$ cat src/rtl/sqrt_pkg.sv
// sqrt_pkg: shared state encoding, width derivation and locator seed width for fixed_sqrt
package sqrt_pkg;
    typedef enum logic {IDLE = 1'b0, CALC = 1'b1} state_t;
    localparam int SEED_W = 6;
    function automatic int root_w(input int width, input int frac);
        return (width + frac) / 2;
    endfunction
    function automatic int rad_w(input int width, input int frac);
        return width + frac;
    endfunction
endpackage

$ cat src/rtl/sqrt_trial.sv
// sqrt_trial: sets one candidate root bit and keeps it if the square still fits the radicand
module sqrt_trial #(
    parameter int ROOT_W = 8,
    parameter int RAD_W = 16,
    parameter int BIT_W = 3
) (
    input  logic [ROOT_W-1:0] root,
    input  logic [BIT_W-1:0]  bit_idx,
    input  logic [RAD_W-1:0]  radicand,
    output logic              accept,
    output logic [ROOT_W-1:0] next_root
);
    logic [ROOT_W-1:0] trial;
    logic [RAD_W:0]    t_ext;
    logic [RAD_W:0]    sq;
    always_comb begin
        trial = root | (ROOT_W'(1) << bit_idx);
        t_ext = (RAD_W + 1)'(trial);
        sq = t_ext * t_ext;
        accept = sq <= {1'b0, radicand};
        next_root = accept ? trial : root;
    end
endmodule

$ cat src/rtl/fixed_sqrt.sv
// fixed_sqrt: bit-serial unsigned fixed-point square root, one root bit per clock from a
// seeded start bit down to bit 0, with start/busy/done handshake
module fixed_sqrt
    import sqrt_pkg::*;
#(
    parameter int WIDTH = 12,
    parameter int FRAC = 4
) (
    input  logic              clk,
    input  logic              rst_n,
    input  logic              start,
    input  logic [WIDTH-1:0]  operand,
    input  logic [SEED_W-1:0] seed,
    output logic              busy,
    output logic              done,
    output logic [WIDTH-1:0]  result
);
    localparam int ROOT_W = root_w(WIDTH, FRAC);
    localparam int RAD_W = rad_w(WIDTH, FRAC);
    localparam int BIT_W = $clog2(ROOT_W);
    state_t            state;
    logic [ROOT_W-1:0] root;
    logic [BIT_W-1:0]  bit_idx;
    logic [RAD_W-1:0]  radicand;
    logic [SEED_W:0]   sb_sum;
    logic [BIT_W-1:0]  start_bit;
    logic              accept;
    logic [ROOT_W-1:0] next_root;
    // The seed is only an upper bound, so clamp to the top root bit.
    always_comb begin
        sb_sum = (SEED_W + 1)'(FRAC) + (SEED_W + 1)'(seed);
        start_bit = (sb_sum > (SEED_W + 1)'(ROOT_W - 1)) ? BIT_W'(ROOT_W - 1) : sb_sum[BIT_W-1:0];
    end
    sqrt_trial #(.ROOT_W(ROOT_W), .RAD_W(RAD_W), .BIT_W(BIT_W)) u_trial (
        .root(root),
        .bit_idx(bit_idx),
        .radicand(radicand),
        .accept(accept),
        .next_root(next_root)
    );
    always_ff @(posedge clk or negedge rst_n) begin
        if (!rst_n) begin
            state <= IDLE;
            root <= '0;
            bit_idx <= '0;
            radicand <= '0;
            busy <= 1'b0;
            done <= 1'b0;
            result <= '0;
        end else if (state == IDLE) begin
            done <= 1'b0;
            if (start) begin
                radicand <= RAD_W'(operand) << FRAC;
                root <= '0;
                bit_idx <= start_bit;
                busy <= 1'b1;
                state <= CALC;
            end
        end else begin
            if (accept) root <= next_root;
            if (bit_idx == '0) begin
                result <= WIDTH'(next_root);
                done <= 1'b1;
                busy <= 1'b0;
                state <= IDLE;
            end else begin
                bit_idx <= bit_idx - 1'b1;
            end
        end
    end
endmodule

$ cat config.mk
export PLATFORM = sky130hd
export DESIGN_NAME = fixed_sqrt
export DESIGN_NICKNAME = d
export VERILOG_FILES = /design/src/rtl/sqrt_pkg.sv /design/src/rtl/sqrt_trial.sv /design/src/rtl/fixed_sqrt.sv
export SDC_FILE = /design/constraint.sdc
export NUM_CORES = 1
export LEC_CHECK = 0
export BUFFER_PORTS_ARGS = -buffer_cell sky130_fd_sc_hd__buf_4
export CORE_ASPECT_RATIO = 0.75
export CORE_MARGIN = 2
export CORE_UTILIZATION = 26
export DETAILED_ROUTE_END_ITERATION = 12
export PLACE_DENSITY_LB_ADDON = 0.15
export SLEW_MARGIN = 15
export SYNTH_ARGS = -nofsm -noshare
export SYNTH_HDL_FRONTEND = slang
export SYNTH_SLANG_ARGS = --single-unit
$ cat constraint.sdc
create_clock -name clk -period 11.3 [get_ports clk]
set_clock_uncertainty 0.1 [all_clocks]
set_input_delay 0 -clock clk [delete_from_list [all_inputs] [get_ports clk]]
set_output_delay 0 -clock clk [all_outputs]
set_load 0.01 [all_outputs]
==> flow_metrics.env <==
export IMPL_fin_setup_tns_ns=0
export IMPL_cp_slowest_cell="a21oi_1"
export IMPL_ys_seq_area_frac=0.2439
export IMPL_synthToLayoutAreaGrowth_pct=21.52
export IMPL_crit_path_max_fanout=8
export IMPL_startpoint="bit_idx[1]"
export IMPL_r2r_start="bit_idx[1]"
export IMPL_clk_pin_slew_ns=0.06
export IMPL_final_common_cell="inv_1"
export IMPL_clockBufferDepth=2
export IMPL_synth_area_leaders="dfrtp_1 (24%), ha_1 (16%), fa_1 (14%)"
export IMPL_fin_crit_ns=7.357
export IMPL_synth_ff_type="dfrtp_1"
export IMPL_max_stage_delay_ns=0.69
export IMPL_dieArea_sq_um=14370
export IMPL_maxCapViolCount=0
export IMPL_grt_pass1_wl_microns=14480
export IMPL_crit_path_start_kind="register"
export IMPL_fp_dieH_microns=104.3
export IMPL_synth_top_area_share=0.2439
export IMPL_ys_async_sr_fraction=1.000
export IMPL_syn_inst=408
export IMPL_syn_area_sq_um=3488
export IMPL_io_buffers=30
export IMPL_mostFrequentLayoutCells="inv_1 (60), nand2_1 (49), ha_1 (45)"
export IMPL_core_sq_um=13060
export IMPL_wire_per_inst_microns=13.52
export IMPL_dr_first_iter_drc_count=119
export IMPL_pin_count=35
export IMPL_crit_path_end_kind="register"
export IMPL_antenna_cells=0
export IMPL_gp_congestion=0.8354
export IMPL_status="finished, final reports clean"
export IMPL_cp_arrival_ns=7.38
export IMPL_crit_type="reg -> reg"
export IMPL_ant_nets=0
export IMPL_die_x_microns=137.8
export IMPL_critPathRequiredTime_ns=11.33
export IMPL_setup_violations=0
export IMPL_post_cts_setup_buffers=0
export IMPL_vias=2892
export IMPL_avgViaCountPerCell=4.627
export IMPL_hpwl_microns=7041
export IMPL_htree_levels=2
export IMPL_grt_overflow=0
export IMPL_grt_pass1_vias=2944
export IMPL_path_cells="inv_1, ha_1, a21oi_1, inv_1, nand2_1, inv_1, fa_1, fa_1, inv_1, fa_1, fa_1, inv_1, ha_1, a21oi_1, a21boi_0, o2111ai_1, o311ai_1, ha_1, nand4_1, or3_1, a21o_1, nand4_1, o21ai_0"
export IMPL_worst_pin_slew_ns=0.8118
export IMPL_ys_ff_latch=34
export IMPL_drive_above_1_share=0.1145
export IMPL_cts_root_buffer="clkbuf_16"
export IMPL_synth_largest_area_cell="dfrtp_1"
export IMPL_cts_buffers=5
export IMPL_finalNetCount=543
export IMPL_antenna_found_initial=0
export IMPL_synth_cell_types=50
export IMPL_cts_tree="built"
export IMPL_start_util=0.2670
export IMPL_finalMaxSlewViolations=0
export IMPL_track_usage=0.1281
export IMPL_rsz0062_at_grt="no"
export IMPL_max_slew_margin_rel=0.4588
export IMPL_grt_max_degree=35
export IMPL_totalWireLength_microns=8447
export IMPL_clk_latency_ns=0.28
export IMPL_drc_errors=0
export IMPL_final_hold_viol_count=0
export IMPL_fin_crit_sh=0.6511
export IMPL_synth_edff_count=0
export IMPL_cts_sinks=34
export IMPL_worst_path_most_repeated_cell="inv_1"
export IMPL_hold_class="in -> reg"
export IMPL_yosysWarnings=0
export IMPL_max_freq_mhz=135.9
export IMPL_min_from="seed[2]"
export IMPL_dr_pass1_iters=4
export IMPL_syn_mean_instance_area_sq_um=8.550
export IMPL_row_count=36
## synthesized netlist by cell type, types with 2 or more instances
cell        n
inv_1      60
nand2_1    49
ha_1       45
dfrtp_1    34
o21ai_0    33
nor2_1     31
fa_1       24
a21oi_1    23
xnor2_1    11
nor2b_1     8
a21o_1      6
a31oi_1     6
clkbuf_1    6
a22oi_1     5
and3_1      5
buf_4       5
nand2b_1    5
nor3_1      5
o21a_1      4
mux2_2      3
nand3_1     3
nand4_1     3
or2_2       3
xor2_1      3
o2111ai_1   2
or3_1       2
## path summary, 6_finish.rpt
kind	slack (ns)	end	cells after the start
hold / removal	0.04	bit_idx[2]	4
min in group asynchronous	0.12	state	2
hold reg to reg	0.38	busy	2
setup / recovery	3.94	root[7]	23
setup reg to reg	3.94	root[7]	23
max in group asynchronous	10.66	radicand[15]	2
## metal layers
metal	GRT usage	wire length, microns	vias to the layer above
met4	0.01749	44	0
met5	0	0	-
met1	0.1894	4358	1390
met3	0.02534	323	4
met2	0.1969	3721	45
li1	-	-	1453
## sequential cells by signal, summed over array words and instances, names as in the netlist
signal and cells:
radicand 12, result 8, root 8, bit_idx 3, busy 1, done 1
state 1
## final cells by class
class / count / area, sq um
fill: 1360 / 8823
multi-input combinational: 304 / 2356
sequential: 34 / 850.8
timing repair buffer: 47 / 390.4
inverter: 61 / 229.0
tap: 171 / 214.0
clock buffer: 6 / 138.9
clock inverter: 2 / 60.06
## logic make-up after synthesis
kind of cell	after synthesis	share of synthesized area
buffers and inverters	73	0.08393
AND/OR/NAND/NOR	121	0.1646
other	1	0.001075
multiplexers	3	0.009684
XOR/XNOR	14	0.03515
AO/OA/AOI/OAI	93	0.1625
flip-flops	34	0.2439
adder cells (fa/ha/maj)	69	0.2991
## stage by stage
step                  util  hold slack (ns)  area, sq um  cells  setup slack [ns]
floorplan                -          -0.3956         3500    411             5.040
global placement    0.2978          -0.1167         3890    602             4.009
detailed placement  0.2978          -0.1150         3890    602             3.966
CTS                 0.3245          0.03667         4239    625             3.955
global route        0.3245          0.08360         4239    625             3.371
finish              0.3245          0.04499         4239    625             3.943
## repair_timing
| action | in CTS | in global routing |
|---|---|---|
| setup endpoints to repair | 0 | 0 |
| hold buffers | 15 | 0 |
| endpoints found under the hold margin | 48 | 0 |
| gates resized for setup | 0 | 0 |
## critical path: cells and delay by family, from the launching register on
kind | cells | cell delay (ns)
adder cells (fa/ha/maj) | 7 | 3.02
AO/OA/AOI/OAI | 7 | 1.95
AND/OR/NAND/NOR | 4 | 1.08
buffers and inverters | 5 | 0.64
flip-flops | 1 | 0.39
Power is left out: the tool's default activity adds up to more than one toggle a clock period on the data nets, which glitch-free logic cannot reach.
